## config.mk

```make
export PLATFORM = sky130hd
export DESIGN_NAME = mem_port_arbiter_flat
export DESIGN_NICKNAME = d
export VERILOG_FILES = /design/src/rtl/mem_port_arbiter_if.sv /design/src/rtl/mem_port_arbiter.sv /design/src/flat_wrapper.sv
export SDC_FILE = /design/constraint.sdc
export NUM_CORES = 1
export LEC_CHECK = 0
export CAP_MARGIN = 20
export CORE_MARGIN = 3
export CORE_UTILIZATION = 30
export DETAILED_ROUTE_END_ITERATION = 16
export HOLD_SLACK_MARGIN = 0.02
export SLEW_MARGIN = 40
export SYNTH_ARGS = -nofsm -noshare
export SYNTH_HDL_FRONTEND = slang
export SYNTH_SLANG_ARGS = --single-unit
export TNS_END_PERCENT = 20
```

## constraint.sdc

```tcl
create_clock -name clk -period 5.2 [get_ports clk]
set_input_delay 1.3 -clock clk [delete_from_list [all_inputs] [get_ports clk]]
set_output_delay 1.3 -clock clk [all_outputs]
set_load 0.01 [all_outputs]
```

## src/rtl/mem_port_arbiter_if.sv

```systemverilog
// Signal bundle between mem_port_arbiter and its environment: the MIPS core's
// fetch (i_*) and load/store (d_*) ports, the single-port memory (mem_*), and
// the status outputs cpu_stall and err_timeout.
// Modports: master = the arbiter itself; slave = core plus memory around it.
interface mem_port_arbiter_if #(
  parameter int ADDR_W = 32,
  parameter int DATA_W = 32
);
  // Instruction-fetch port
  logic              i_req;
  logic [ADDR_W-1:0] i_addr;
  logic [DATA_W-1:0] i_rdata;
  logic              i_ack;
  // Load/store port
  logic              d_req;
  logic              d_we;
  logic [ADDR_W-1:0] d_addr;
  logic [DATA_W-1:0] d_wdata;
  logic [DATA_W-1:0] d_rdata;
  logic              d_ack;
  // Memory port
  logic              mem_req;
  logic              mem_we;
  logic [ADDR_W-1:0] mem_addr;
  logic [DATA_W-1:0] mem_wdata;
  logic [DATA_W-1:0] mem_rdata;
  logic              mem_ready;
  // Status
  logic              cpu_stall;
  logic              err_timeout;

  modport master (
    input  i_req, i_addr, d_req, d_we, d_addr, d_wdata, mem_rdata, mem_ready,
    output i_rdata, i_ack, d_rdata, d_ack, mem_req, mem_we, mem_addr, mem_wdata,
           cpu_stall, err_timeout
  );

  modport slave (
    output i_req, i_addr, d_req, d_we, d_addr, d_wdata, mem_rdata, mem_ready,
    input  i_rdata, i_ack, d_rdata, d_ack, mem_req, mem_we, mem_addr, mem_wdata,
           cpu_stall, err_timeout
  );
endinterface

```

## src/rtl/mem_port_arbiter.sv

```systemverilog
// Shares one single-port memory between the core's fetch (I) and load/store (D) ports.
// Latency: request sampled in IDLE -> mem_req next cycle -> ack the cycle after
// mem_ready (or after the MAX_WAIT watchdog fires); minimum 3 cycles per transaction.
// Backpressure: requesters hold req until their one-cycle ack; cpu_stall is high
// while either port waits. Ports: clk, rst (async active-high), bus (master modport).
module mem_port_arbiter #(
  parameter int ADDR_W   = 32,
  parameter int DATA_W   = 32,
  parameter int MAX_WAIT = 15
) (
  input logic                 clk,
  input logic                 rst,
  mem_port_arbiter_if.master  bus
);

  typedef enum logic [1:0] {IDLE, BUSY_I, BUSY_D, ACK} state_t;

  localparam logic [7:0] MAX_WAIT_C = 8'(MAX_WAIT);

  state_t            state_q, state_d;
  logic              last_d_q, last_d_d;        // 1: last contended grant went to D
  logic [7:0]        wait_cnt_q, wait_cnt_d;
  logic              mem_req_q, mem_req_d;
  logic              mem_we_q, mem_we_d;
  logic [ADDR_W-1:0] mem_addr_q, mem_addr_d;
  logic [DATA_W-1:0] mem_wdata_q, mem_wdata_d;
  logic              i_ack_q, i_ack_d;
  logic              d_ack_q, d_ack_d;
  logic [DATA_W-1:0] i_rdata_q, i_rdata_d;
  logic [DATA_W-1:0] d_rdata_q, d_rdata_d;
  logic              err_timeout_q, err_timeout_d;
  logic              take_i, take_d;

  always_comb begin
    state_d       = state_q;
    last_d_d      = last_d_q;
    wait_cnt_d    = wait_cnt_q;
    mem_req_d     = mem_req_q;
    mem_we_d      = mem_we_q;
    mem_addr_d    = mem_addr_q;
    mem_wdata_d   = mem_wdata_q;
    i_ack_d       = i_ack_q;
    d_ack_d       = d_ack_q;
    i_rdata_d     = i_rdata_q;
    d_rdata_d     = d_rdata_q;
    err_timeout_d = err_timeout_q;
    take_i        = 1'b0;
    take_d        = 1'b0;

    case (state_q)
      IDLE: begin
        // Round-robin only matters on contention; uncontended grants leave
        // the history untouched.
        if (bus.i_req && bus.d_req) begin
          take_d   = !last_d_q;
          take_i   = last_d_q;
          last_d_d = !last_d_q;
        end else begin
          take_i = bus.i_req;
          take_d = bus.d_req;
        end
        if (take_d) begin
          state_d     = BUSY_D;
          mem_req_d   = 1'b1;
          mem_we_d    = bus.d_we;
          mem_addr_d  = bus.d_addr;
          mem_wdata_d = bus.d_wdata;
          wait_cnt_d  = 8'd0;
        end else if (take_i) begin
          state_d     = BUSY_I;
          mem_req_d   = 1'b1;
          mem_we_d    = 1'b0;
          mem_addr_d  = bus.i_addr;
          mem_wdata_d = '0;
          wait_cnt_d  = 8'd0;
        end
      end

      BUSY_I, BUSY_D: begin
        // A late mem_ready on the watchdog's last cycle still wins.
        if (bus.mem_ready) begin
          if (state_q == BUSY_I) begin
            i_rdata_d = bus.mem_rdata;
            i_ack_d   = 1'b1;
          end else begin
            d_rdata_d = bus.mem_rdata;
            d_ack_d   = 1'b1;
          end
          mem_req_d = 1'b0;
          state_d   = ACK;
        end else if (wait_cnt_q == MAX_WAIT_C) begin
          if (state_q == BUSY_I) begin
            i_rdata_d = '1;
            i_ack_d   = 1'b1;
          end else begin
            d_rdata_d = '1;
            d_ack_d   = 1'b1;
          end
          err_timeout_d = 1'b1;
          mem_req_d     = 1'b0;
          state_d       = ACK;
        end else begin
          wait_cnt_d = wait_cnt_q + 8'd1;
        end
      end

      ACK: begin
        // No arbitration here, so the requester's still-high req is not regranted.
        i_ack_d       = 1'b0;
        d_ack_d       = 1'b0;
        err_timeout_d = 1'b0;
        state_d       = IDLE;
      end

      default: state_d = IDLE;
    endcase
  end

  always_ff @(posedge clk or posedge rst) begin
    if (rst) begin
      state_q       <= IDLE;
      last_d_q      <= 1'b0;
      wait_cnt_q    <= 8'd0;
      mem_req_q     <= 1'b0;
      mem_we_q      <= 1'b0;
      mem_addr_q    <= '0;
      mem_wdata_q   <= '0;
      i_ack_q       <= 1'b0;
      d_ack_q       <= 1'b0;
      i_rdata_q     <= '0;
      d_rdata_q     <= '0;
      err_timeout_q <= 1'b0;
    end else begin
      state_q       <= state_d;
      last_d_q      <= last_d_d;
      wait_cnt_q    <= wait_cnt_d;
      mem_req_q     <= mem_req_d;
      mem_we_q      <= mem_we_d;
      mem_addr_q    <= mem_addr_d;
      mem_wdata_q   <= mem_wdata_d;
      i_ack_q       <= i_ack_d;
      d_ack_q       <= d_ack_d;
      i_rdata_q     <= i_rdata_d;
      d_rdata_q     <= d_rdata_d;
      err_timeout_q <= err_timeout_d;
    end
  end

  assign bus.mem_req     = mem_req_q;
  assign bus.mem_we      = mem_we_q;
  assign bus.mem_addr    = mem_addr_q;
  assign bus.mem_wdata   = mem_wdata_q;
  assign bus.i_ack       = i_ack_q;
  assign bus.d_ack       = d_ack_q;
  assign bus.i_rdata     = i_rdata_q;
  assign bus.d_rdata     = d_rdata_q;
  assign bus.err_timeout = err_timeout_q;
  assign bus.cpu_stall   = (bus.i_req & ~i_ack_q) | (bus.d_req & ~d_ack_q);

endmodule

```

## src/flat_wrapper.sv

```systemverilog
// flat-port wrapper written by rule: the top's interface ports become plain ports
module mem_port_arbiter_flat 
#(
  parameter int ADDR_W   = 32,
  parameter int DATA_W   = 32,
  parameter int MAX_WAIT = 15
)
  (clk, rst, bus_i_req, bus_i_addr, bus_d_req, bus_d_we, bus_d_addr, bus_d_wdata, bus_mem_rdata, bus_mem_ready, bus_i_rdata, bus_i_ack, bus_d_rdata, bus_d_ack, bus_mem_req, bus_mem_we, bus_mem_addr, bus_mem_wdata, bus_cpu_stall, bus_err_timeout);
  mem_port_arbiter_if #(.ADDR_W(ADDR_W), .DATA_W(DATA_W)) bus_i ();
  input logic clk;
  input logic rst;
  input wire logic [$bits(bus_i.i_req)-1:0] bus_i_req;
  input wire logic [$bits(bus_i.i_addr)-1:0] bus_i_addr;
  input wire logic [$bits(bus_i.d_req)-1:0] bus_d_req;
  input wire logic [$bits(bus_i.d_we)-1:0] bus_d_we;
  input wire logic [$bits(bus_i.d_addr)-1:0] bus_d_addr;
  input wire logic [$bits(bus_i.d_wdata)-1:0] bus_d_wdata;
  input wire logic [$bits(bus_i.mem_rdata)-1:0] bus_mem_rdata;
  input wire logic [$bits(bus_i.mem_ready)-1:0] bus_mem_ready;
  output wire logic [$bits(bus_i.i_rdata)-1:0] bus_i_rdata;
  output wire logic [$bits(bus_i.i_ack)-1:0] bus_i_ack;
  output wire logic [$bits(bus_i.d_rdata)-1:0] bus_d_rdata;
  output wire logic [$bits(bus_i.d_ack)-1:0] bus_d_ack;
  output wire logic [$bits(bus_i.mem_req)-1:0] bus_mem_req;
  output wire logic [$bits(bus_i.mem_we)-1:0] bus_mem_we;
  output wire logic [$bits(bus_i.mem_addr)-1:0] bus_mem_addr;
  output wire logic [$bits(bus_i.mem_wdata)-1:0] bus_mem_wdata;
  output wire logic [$bits(bus_i.cpu_stall)-1:0] bus_cpu_stall;
  output wire logic [$bits(bus_i.err_timeout)-1:0] bus_err_timeout;
  assign bus_i.i_req = bus_i_req;
  assign bus_i.i_addr = bus_i_addr;
  assign bus_i.d_req = bus_d_req;
  assign bus_i.d_we = bus_d_we;
  assign bus_i.d_addr = bus_d_addr;
  assign bus_i.d_wdata = bus_d_wdata;
  assign bus_i.mem_rdata = bus_mem_rdata;
  assign bus_i.mem_ready = bus_mem_ready;
  assign bus_i_rdata = bus_i.i_rdata;
  assign bus_i_ack = bus_i.i_ack;
  assign bus_d_rdata = bus_i.d_rdata;
  assign bus_d_ack = bus_i.d_ack;
  assign bus_mem_req = bus_i.mem_req;
  assign bus_mem_we = bus_i.mem_we;
  assign bus_mem_addr = bus_i.mem_addr;
  assign bus_mem_wdata = bus_i.mem_wdata;
  assign bus_cpu_stall = bus_i.cpu_stall;
  assign bus_err_timeout = bus_i.err_timeout;
  mem_port_arbiter #(.ADDR_W(ADDR_W), .DATA_W(DATA_W), .MAX_WAIT(MAX_WAIT)) u_core (.clk(clk), .rst(rst), .bus(bus_i));
endmodule
```

# Yosys cells after proc, flatten, opt, wreduce, memory -nomap -nowiden

Cells that the tools add are included.
W data, S select, Z words.

Word-level logic and storage cells: 89
Output and inout bits: 134
Latch bits: 0
Flip-flop bits (word level): 144
Memories kept: 0
RAM bits: 0
Memory bits (read-only): 0

Shift-type cells: 0
Bitwise logic cells: 6
Div/mod/pow operators: 0
Order comparisons: 0
Multiplexer cells: 44
Equality and inequality tests: 9
$mul: 0
Reductions and logical operators: 17
Add/sub/neg operators: 1

Operator list:

| cell                  | count |
|---|---|
| $mux W32              | 12 |
| $mux W8               | 4 |
| $mux W1               | 18 |
| $pmux W8 S2           | 1 |
| $reduce_and A3 Y1     | 4 |
| $add A8 B1 Y8 const B | 1 |
| $eq A8 B4 Y1 const B  | 1 |
| $mux W2               | 4 |
| $pmux W1 S2           | 4 |
| $reduce_and A2 Y1     | 4 |
| $reduce_bool A2 Y1    | 4 |
| $pmux W2 S3           | 1 |
| $eq A2 B2 Y1 const B  | 2 |
| $ne A2 B2 Y1 const B  | 2 |
| $reduce_and A4 Y1     | 1 |
| $ne A3 B2 Y1 const B  | 1 |
| $ne A3 B3 Y1 const B  | 1 |
| $not A1 Y1            | 3 |
| $and A1 B1 Y1         | 2 |
| $eq A2 B1 Y1 const B  | 1 |
| $logic_not A2 Y1      | 1 |
| $ne A2 B1 Y1 const B  | 1 |
| $reduce_or A2 Y1      | 1 |
| $logic_and A1 B1 Y1   | 1 |
| 2 further kinds       | 2 |

# Logic depth before layout (Yosys ltp)

Depth after elaboration: 6
Gate-level depth with buffers: 7
Depth with buffers taken out: 6

# Worst setup path after synthesis

Ideal clock, no wire load.

Path type: in2out
From: in bus_i_req
To: out bus_cpu_stall
Path buffers: 1
Stages: 3
Setup slack: 2.114 ns
Arrival time: 1.786 ns
Cells stage by stage: clkbuf_1 inv_1 o22ai_1

Word-level cells in the longest chain between the ends: 2

Ends and longest elaborated chain:

| item            | line                    | text |
|---|---|---|
| start, declared | flat_wrapper.sv:12      | `input wire logic [$bits(bus_i.i_req)-1:0] bus_i_req;` |
| $and A1 B1 Y1   | mem_port_arbiter.sv:158 | `assign bus.cpu_stall = (bus.i_req & ~i_ack_q) \| (bus.d_req & ~d_ack_q);` |
| $or A1 B1 Y1    | mem_port_arbiter.sv:158 |  |
| end, declared   | flat_wrapper.sv:28      | `output wire logic [$bits(bus_i.cpu_stall)-1:0] bus_cpu_stall;` |

No other way between the ends.

# Final worst setup path

Ends and elaborated chain as after synthesis.

==> results.ini <==
[worst_setup_path]
r2r_cells = 6
cp_top_family = buffers and inverters
cpMostUsedCell = clkdlybuf4s50_1
crit_fanout = 7
slowest_delay_ns = 0.75
path_cells = clkdlybuf4s50_1 -> inv_1 -> o22ai_1 -> clkdlybuf4s50_1
cp-start-kind = input port
endpoint_kind = primary output
cp_slowest_cell = clkdlybuf4s50_1
rrSetupSlack_ns = 2.64
cp.arrival_ns = 2.86
cp.required_ns = 3.90
r2r_end = u_core.bus.d_rdata[9]
crit_type = input port to primary output
cp_num_buf_inv = 3
reg2reg_from = u_core.state_q[0]

[clocking]
cts_buffer_depth = 2
cts-resized-gates = 0
cts_tree = done
cts-hold-fix-buffers = 0
cts.sinks = 144
post_cts_buffers = 0
htreeDepth = 4
cts_buffers = 17
ctsRootBufferMaster = clkbuf_16
insertion_delay_ns = 0.41
cts.clk_slew.worst_paths_ns = 0.06

[yosys]
synth_area_per_cell_um2 = 12.69
syn_area_mm2 = 0.006178
ys_seq_elements = 144
synthArstFlopShare = 1.000
syn-num-nets = 627
synth.most_common_cell = dfrtp_1
synth_edf_count = 0
ys_top_cells_by_count = dfrtp_1 (144), mux2_2 (60), nand2_1 (44)
synth_flop_cell = dfrtp_1
yosys.area.top_type = dfrtp_1
ys_types = 41
synth_cells = 487
yosysWarnings = 0
synth_top_area_frac = 0.5832
seq_area_frac_synth = 0.5832
synth_area_leaders = dfrtp_1 (58%), mux2_2 (11%), mux2i_1 (5.8%), a22o_1 (4.7%), nand2b_1 (3.3%)

[cells_and_area]
syn_to_final_growth_pct = 58.16
num_antenna_cells = 0
design.final.nets = 895
drive_above_1_share = 0.1484

[route]
wl_per_cell_um = 16.48
vias_per_cell = 4.633
firstDrtPassIters = 4
drt_iter0_drc = 136
vias = 4786
wl_um = 17030
drcViolationCount = 0
ant_nets = 0

[timing]
relSlewSlack = 0.5692
hold_violations = 0
finalSetupViolations = 0
fin_crit_ns = 4.162
rsz0062_at_grt = false
setup_tns_ns = 0
whs_ns = 0.4779
max_freq_mhz = 240.3
tightest_slew_ns = 0.6462
finalCritPeriodShare = 0.8004
skew_ns = 0.008083
slew_violations = 0

[floorplan]
io_pins = 268
dieArea_mm2 = 0.02235
dieHeight_um = 149.5
coreArea_mm2 = 0.01985
start_util = 0.3113
die_x_um = 149.5
rows = 51

[min_path]
holdPathStages = 2
hold_start = u_core.bus.mem_addr[30]
hold_path_end = u_core.bus.mem_addr[30]
holdCritPathClass = flip-flop to flip-flop

[placed_design]
gp_congestion = 0.7889
io_buffers = 267
hpwlAfterDp_um = 12490

[power]
p_leak_nw = 4.007
ir_worst_vdd_mv = 0.3019
powerDensity_mw_per_mm2 = 579.2

[grt]
grt_max_degree = 73
gr-total-overflow = 0
first_global_vias = 5164
grt_pass1_wl_um = 27120
antenna_found_initial = 0
grt_usage = 0.1527

[outcome]
outcome = finished clean

[flow_run]
maxCapViolations = 0

layout by cell type, fill, tap and decap left out, types with 3 or more instances in the layout:
| cell | count |
|---|---|
| a21oi_1 | 5 |
| a22o_1 | 33 |
| buf_4 | 9 |
| buf_8 | 3 |
| clkbuf_16 | 17 |
| clkdlybuf4s50_1 | 267 |
| clkinvlp_4 | 3 |
| dfrtp_1 | 144 |
| ha_1 | 6 |
| inv_1 | 7 |
| inv_6 | 5 |
| inv_8 | 4 |
| mux2_1 | 6 |
| mux2_2 | 60 |
| mux2i_1 | 36 |
| nand2_1 | 44 |
| nand2b_1 | 33 |
| nand3_1 | 10 |
| nor2_1 | 3 |
| nor3_1 | 3 |
| o21ai_0 | 35 |
worst register-to-register path: stages (launching register included):
cell and delay [ns]:
dfrtp_1 0.43, inv_1 0.10, ha_1 0.55, inv_1 0.29
nor3_4 0.23, buf_4 0.44, mux2_2 0.42
where the power goes:
part | leakage (nW) | internal (mW) | switching, mW
clock | 0.282 | 0.683 | 0.530
combinational | 2.03 | 1.45 | 1.08
sequential | 1.69 | 1.62 | 0.292
total | 4.01 | 3.76 | 1.90
routing by layer:
metal | GRT usage | vias up | routed length, µm
met5 | 0 | - | 0
met4 | 0.04256 | 0 | 276
met3 | 0.05784 | 18 | 1538
met2 | 0.2489 | 218 | 8000
met1 | 0.1906 | 2281 | 7209
li1 | - | 2269 | -
metrics by stage:
stage	setup WS [ns]	power [mW]	util	instances	instance area [µm²]
floorplan	0.03372	3.124	-	487	6178
global placement	1.095	4.419	0.4599	998	9128
detailed placement	1.039	4.494	0.4618	1000	9165
CTS	1.039	5.747	0.4916	1032	9757
global route	0.9422	6.041	0.4924	1033	9772
finish	1.038	5.660	0.4924	1033	9772
sequential cells by signal, summed over array words and instances, names as in the netlist, named ones only:
signal                  flops
u_core.bus.d_ack            1
u_core.bus.mem_we           1
u_core.bus.mem_addr        32
u_core.bus.mem_req          1
u_core.state_q              2
u_core.last_d_q             1
u_core.bus.d_rdata         32
u_core.bus.err_timeout      1
u_core.bus.mem_wdata       32
u_core.bus.i_rdata         32
u_core.wait_cnt_q           8
cell families (layout without fill, tap and decap cells):
| family | count (synthesis) | after routing | synth area share |
|---|---|---|---|
| flops | 144 | 144 | 0.5832 |
| mux | 102 | 102 | 0.1786 |
| simple gates | 100 | 100 | 0.08283 |
| compound gates | 95 | 95 | 0.1088 |
| buf+inv | 39 | 320 | 0.03301 |
| fa+ha+maj | 6 | 6 | 0.01215 |
| xor+xnor | 1 | 1 | 0.001418 |
layout make-up:
class / instances / area (µm²)
fillers: 1756 / 10070
flip-flops and latches: 144 / 3603
repair buffers: 280 / 2805
multi-input cells: 304 / 2405
clock buffers: 17 / 425.4
well taps: 265 / 331.6
clock inverters: 15 / 166.4
inverters: 8 / 35.03
worst max-delay path by stage:
stage              start                         end  depth (start not counted)
2_1_floorplan        rst  asynchronous set/reset pin                          1
3_3_place_gp   bus_i_req               bus_cpu_stall                          4
3_5_place_dp   bus_i_req               bus_cpu_stall                          4
4_1_cts        bus_i_req               bus_cpu_stall                          4
5_1_grt        bus_i_req               bus_cpu_stall                          4
6_report       bus_i_req               bus_cpu_stall                          4
No activity file was read; power rests on OpenSTA's default activity.
